<file path="config.mk">
export PLATFORM = sky130hd
export DESIGN_NAME = prbs_randomizer
export DESIGN_NICKNAME = d
export VERILOG_FILES = /design/src/rtl/encoder_fec_pkg.sv /design/src/rtl/prbs_keystream.sv /design/src/rtl/prbs_randomizer.sv
export SDC_FILE = /design/constraint.sdc
export NUM_CORES = 1
export LEC_CHECK = 0
export CORE_MARGIN = 10
export CORE_UTILIZATION = 30
export CTS_BUF_LIST = sky130_fd_sc_hd__clkbuf_2 sky130_fd_sc_hd__clkbuf_4 sky130_fd_sc_hd__clkbuf_8
export CTS_CLUSTER_SIZE = 20
export DETAILED_ROUTE_END_ITERATION = 16
export PLACE_DENSITY_LB_ADDON = 0.05
export SETUP_SLACK_MARGIN = 0.02
export SYNTH_ARGS = -nofsm -noshare
export SYNTH_HDL_FRONTEND = slang
export SYNTH_SLANG_ARGS = --single-unit
</file>
<file path="constraint.sdc">
create_clock -name clk -period 2.05 [get_ports clk]
set_input_delay 0.41 -clock clk [delete_from_list [all_inputs] [get_ports clk]]
set_output_delay 0.41 -clock clk [all_outputs]
set_load 0.01 [all_outputs]
</file>
<file path="src/rtl/encoder_fec_pkg.sv">
// rtl/encoder_fec_pkg.sv - shared randomizer state type, default constants and reference PRBS step
package encoder_fec_pkg;

  typedef enum logic {
    S_IDLE = 1'b0,
    S_RUN  = 1'b1
  } rand_state_e;

  localparam int                         RAND_DATA_W     = 8;
  localparam int                         RAND_LFSR_W     = 15;
  localparam logic [RAND_LFSR_W-1:0]     RAND_TAPS       = 15'h6000;
  localparam logic [RAND_LFSR_W-1:0]     RAND_SEED       = 15'h3715;
  localparam int                         RAND_BLOCK_BITS = 1536;

  // One beat of the default-width keystream: returns {next_lfsr, data ^ keystream}, MSB first in time.
  function automatic logic [RAND_LFSR_W+RAND_DATA_W-1:0] prbs_step(
    input logic [RAND_LFSR_W-1:0] lfsr,
    input logic [RAND_DATA_W-1:0] data
  );
    logic [RAND_LFSR_W-1:0] l;
    logic [RAND_DATA_W-1:0] o;
    logic                   fb;
    l = lfsr;
    o = '0;
    for (int k = 0; k < RAND_DATA_W; k++) begin
      fb                   = ^(l & RAND_TAPS);
      o[RAND_DATA_W-1-k]   = data[RAND_DATA_W-1-k] ^ fb;
      l                    = {l[RAND_LFSR_W-2:0], fb};
    end
    return {l, o};
  endfunction

endpackage

</file>
<file path="src/rtl/prbs_keystream.sv">
// rtl/prbs_keystream.sv - combinational DATA_W-step LFSR unroll, XORs keystream onto one beat
module prbs_keystream #(
  parameter int                DATA_W = 8,
  parameter int                LFSR_W = 15,
  parameter logic [LFSR_W-1:0] TAPS   = 15'h6000
) (
  input  logic [LFSR_W-1:0] lfsr_i,
  input  logic [DATA_W-1:0] data_i,
  output logic [DATA_W-1:0] data_o,
  output logic [LFSR_W-1:0] lfsr_o
);

  logic [LFSR_W-1:0] chain [DATA_W+1];

  assign chain[0] = lfsr_i;

  // Step k handles the k-th bit in time, which is data bit DATA_W-1-k.
  for (genvar k = 0; k < DATA_W; k++) begin : g_step
    logic fb;
    assign fb                  = ^(chain[k] & TAPS);
    assign data_o[DATA_W-1-k]  = data_i[DATA_W-1-k] ^ fb;
    assign chain[k+1]          = {chain[k][LFSR_W-2:0], fb};
  end

  assign lfsr_o = chain[DATA_W];

endmodule

</file>
<file path="src/rtl/prbs_randomizer.sv">
// rtl/prbs_randomizer.sv - streaming PRBS randomizer with block reload; RANDOMIZER_BYPASS_EN adds bypass port
module prbs_randomizer
  import encoder_fec_pkg::*;
#(
  parameter int                DATA_W     = RAND_DATA_W,
  parameter int                LFSR_W     = RAND_LFSR_W,
  parameter logic [LFSR_W-1:0] TAPS       = RAND_TAPS,
  parameter logic [LFSR_W-1:0] SEED       = RAND_SEED,
  parameter int                BLOCK_BITS = RAND_BLOCK_BITS
) (
  input  logic              clk,
  input  logic              rst_n,
`ifdef RANDOMIZER_BYPASS_EN
  input  logic              bypass,
`endif
  input  logic              s_valid,
  output logic              s_ready,
  input  logic [DATA_W-1:0] s_data,
  input  logic              s_last,
  output logic              m_valid,
  input  logic              m_ready,
  output logic [DATA_W-1:0] m_data,
  output logic              m_last,
  output logic              blk_done
);

  localparam int               CNT_W    = $clog2(BLOCK_BITS + 1);
  localparam logic [CNT_W-1:0] STEP     = CNT_W'(DATA_W);
  localparam logic [CNT_W-1:0] LAST_CNT = CNT_W'(BLOCK_BITS - DATA_W);

  rand_state_e       state_q, state_d;
  logic [LFSR_W-1:0] lfsr_q, lfsr_d, lfsr_cur, ks_lfsr;
  logic [CNT_W-1:0]  cnt_q, cnt_d;
  logic              m_valid_q, m_valid_d;
  logic [DATA_W-1:0] m_data_q, m_data_d, ks_data, beat_out;
  logic              m_last_q, m_last_d;
  logic              blk_done_q, blk_done_d;
  logic              accept, block_end;

  assign s_ready   = !m_valid_q || m_ready;
  assign accept    = s_valid && s_ready;
  assign block_end = s_last || (cnt_q == LAST_CNT);
  // An idle block always starts from SEED, whatever is left in the register.
  assign lfsr_cur  = (state_q == S_IDLE) ? SEED : lfsr_q;

  prbs_keystream #(
    .DATA_W(DATA_W),
    .LFSR_W(LFSR_W),
    .TAPS  (TAPS)
  ) u_keystream (
    .lfsr_i(lfsr_cur),
    .data_i(s_data),
    .data_o(ks_data),
    .lfsr_o(ks_lfsr)
  );

`ifdef RANDOMIZER_BYPASS_EN
  assign beat_out = bypass ? s_data : ks_data;
`else
  assign beat_out = ks_data;
`endif

  always_comb begin
    state_d    = state_q;
    lfsr_d     = lfsr_q;
    cnt_d      = cnt_q;
    m_valid_d  = m_valid_q;
    m_data_d   = m_data_q;
    m_last_d   = m_last_q;
    blk_done_d = m_valid_q && m_ready && m_last_q;
    if (accept) begin
      m_valid_d = 1'b1;
      m_data_d  = beat_out;
      m_last_d  = block_end;
      if (block_end) begin
        state_d = S_IDLE;
        lfsr_d  = SEED;
        cnt_d   = '0;
      end else begin
        state_d = S_RUN;
        lfsr_d  = ks_lfsr;
        cnt_d   = cnt_q + STEP;
      end
    end else if (m_ready) begin
      m_valid_d = 1'b0;
    end
  end

  always_ff @(posedge clk or negedge rst_n) begin
    if (!rst_n) begin
      state_q    <= S_IDLE;
      lfsr_q     <= SEED;
      cnt_q      <= '0;
      m_valid_q  <= 1'b0;
      m_data_q   <= '0;
      m_last_q   <= 1'b0;
      blk_done_q <= 1'b0;
    end else begin
      state_q    <= state_d;
      lfsr_q     <= lfsr_d;
      cnt_q      <= cnt_d;
      m_valid_q  <= m_valid_d;
      m_data_q   <= m_data_d;
      m_last_q   <= m_last_d;
      blk_done_q <= blk_done_d;
    end
  end

  assign m_valid  = m_valid_q;
  assign m_data   = m_data_q;
  assign m_last   = m_last_q;
  assign blk_done = blk_done_q;

endmodule

</file>
==> impl_results.md <==
* Cell taking the most area after synthesis: dfrtp_1
* Ys flop type: dfrtp_1
* Post-CTS Setup Inserts at 0
* Nets at roughly 200
* Top cell type's share of synthesized area at 0.4180
* DR iter-0 viols at 39
* Crit path time final at ~2.0 ns
* Slew HR at 0.7038
* Syn Inst Count at ~150
* Number of global-route vias before repair at 1207
* Clk_lat worst skew at roughly 0.29 ns
* Row cnt at 26
* Total power draw at 1696 uW
* Residual DRC at 0
* Unique masters post-synth at 35
* Fin crit share at 0.9549
* Slowest stage delay, CP at 0.53 ns
* Post-CTS sizing at 0
* Pins over their slew limit at 0
* Setup CP Type: in2out
* Mapped Nets at 166
* Leak at 0.0008408 uW
* Startpoint type of the worst setup path: input port
* Core Region at a little over 5000 um^2
* Crit path max-delay family: buffers and inverters
* Avg WL per Cell at 13.65 um
* Total gr overflow at 0
* Fraction of layout cells with a size suffix above 1 at 0.1530
* Num Clock Sinks at 35
* CP Cell Sequence: clkdlybuf4s50_1, nand2b_4, clkdlybuf4s50_1
* Initial antenna violation count at 0
* CTS H-Tree Depth at 2
* Upper clock frequency limit at 0.5109 GHz
* Port bufs at 24
* CP max FO at 4
* Die Ht at 93.41 um
* Dpl ws at just under 0.08 ns
* Top cells by area, synth: dfrtp_1, dfstp_2, nand2_1
* First-pass GRT wire length at 6.037 mm
* Initial core utilization at 0.3125
* Slew @ Worst Pin at roughly 0.44 ns
* Wirelength, routed at 3.453 mm
* Post-Layout Cell Count at 253
* RSZ-0062 raised after global routing: no
* I/O Pins at 25
* CTS tree: built
* CP Capture Type: output pin
* Post-synthesis register bit count at 35
* Mapped Avg Cell Area at 10.64 um^2
* Worst EP arrival at 1.55 ns
* Synth warnings at 0
* Worst VDD drop at 0.3534 mV
* Largest net degree at the start of global routing at 36
* Max_cap viols at 0
* Total CTS buffers at 5
* Layout area overhead at 26.16%
* Min-Delay Path Class: reg2reg
* Global placer's final weighted congestion at 0.7452
* Top cell by count, worst path: clkdlybuf4s50_1
* Post-synth ARST share at 1.000
* Clock tree buffer depth at 2
* Skew final at about 0.0063 ns
* PnR worst setup slack at 0.09255 ns
* Setup TNS at 0 ns
* Total track usage at 0.08805
* Post-Syn Area at 1617 um^2
* Worst Path Required at 1.64 ns
* Root Buffer: clkbuf_8
* Placed insts at about 250
* Final Hold Viols at 0
* Width of the chip at 93.41 um
* Die area at 8724 um^2
* Post-layout util at 0.3943
* Vias post-DR at 1177
* Clock slew at reported path FFs at 0.07 ns
* CP Buf/Inv Count at 2
* Vias per cell at about 4.7
* CP max-delay cell: clkdlybuf4s50_1
* Status: finished, final reports clean
* Post-synth EDFFs at 0
* Hpwl dp at 2.414 mm
* Seq/Total Area, Yosys at 0.5480
* CTS Hold Bufs at 0
* TritonRoute pass-1 iters at 4
* Final setup viols at 0
* Pwr Density at 831.8 nW/um^2
* Diodes inserted at 0
* Antenna-violating nets left at 0
report_power, final:
part,internal [uW],switching (uW)
Sequential,795,84.0
Clock,232,255
Combinational,182,149
Yosys cell counts, drive strengths merged (2+ instances only):
| library cell | instances |
|---|---|
| and2 | 2 |
| nand2 | 29 |
| a22o | 6 |
| o21ai | 15 |
| nor2 | 7 |
| a21oi | 6 |
| clkbuf | 5 |
| o22a | 4 |
| nand2b | 3 |
| and3 | 4 |
| dfrtp | 27 |
| xnor2 | 8 |
| xor2 | 8 |
| dfstp | 8 |
| buf | 3 |
| nand3 | 3 |
| a32o | 2 |
layer usage:
metal	up-vias	routed length, um	GRT usage
li1	587	-	-
met1	555	1640	0.1095
met2	27	1465	0.1270
met3	8	264	0.03357
met4	0	82	0.05013
met5	-	0	0
final cells by class:
| type | instances | area (um^2) |
|---|---|---|
| timing repair buffer | 31 | 292.8 |
| fill | 526 | 3133 |
| tap | 70 | 87.58 |
| clock inverter | 3 | 15.01 |
| clock buffer | 5 | 68.82 |
| multi-input combinational | 109 | 689.4 |
| sequential | 35 | 885.9 |
worst paths after layout:
check                                 startpoint                      to  slack [ns]  cells past startpoint
max                                      m_ready                 s_ready        0.09                      3
min                        m_data[6]$_DFFE_PN0P_   m_data[6]$_DFFE_PN0P_        0.48                      2
max reg2reg                 cnt_q[9]$_DFFE_PN0P_  lfsr_q[11]$_DFFE_PN0P_        0.61                      4
min reg2reg                m_data[6]$_DFFE_PN0P_   m_data[6]$_DFFE_PN0P_        0.48                      2
max in group asynchronous                  rst_n   lfsr_q[9]$_DFFE_PN1P_        1.16                      2
min in group asynchronous                  rst_n    cnt_q[7]$_DFFE_PN0P_        0.53                      2
flip-flops by register name (all words and copies together) (netlist names):
signal / cells
blk_done: 1
cnt_q: 8
lfsr_q: 15
m_data: 8
m_last: 1
m_valid: 1
state_q: 1
cell families after synthesis:
group / count (synthesis) / share of synthesized area
AND/OR/NAND/NOR: 54 / 0.1680
adder cells (fa/ha/maj): 1 / 0.007739
AO/OA/AOI/OAI: 37 / 0.1579
flip-flops: 35 / 0.5480
XOR/XNOR: 16 / 0.08669
multiplexers: 1 / 0.006192
buffers and inverters: 8 / 0.02554
cells in the final DEF (no fill, tap or decap), types with 3 or more instances in the layout:
master / count
nand2_1: 28
dfrtp_1: 27
clkdlybuf4s50_1: 24
o21ai_0: 15
xnor2_1: 8
xor2_1: 8
dfstp_2: 8
nor2_1: 7
buf_4: 7
a22o_1: 6
a21oi_1: 5
clkbuf_8: 5
and3_1: 4
o22a_1: 4
nand3_1: 3
clkinv_2: 3
worst register-to-register path: stages (launching register included):
cell     delay [ns]
dfrtp_1        0.41
and4b_4        0.36
a21oi_4        0.07
and2_4         0.22
a32o_1         0.27
per-stage QoR:
step           cell area, um^2  hold WS, ns
6_report                  2039       0.4801
3_5_place_dp              1956       0.4719
4_1_cts                   2039       0.4887
2_1_floorplan             1617       0.1144
3_3_place_gp              1956       0.4622
5_1_grt                   2039       0.5055
Note: power is estimated with default switching activity, not from simulation.
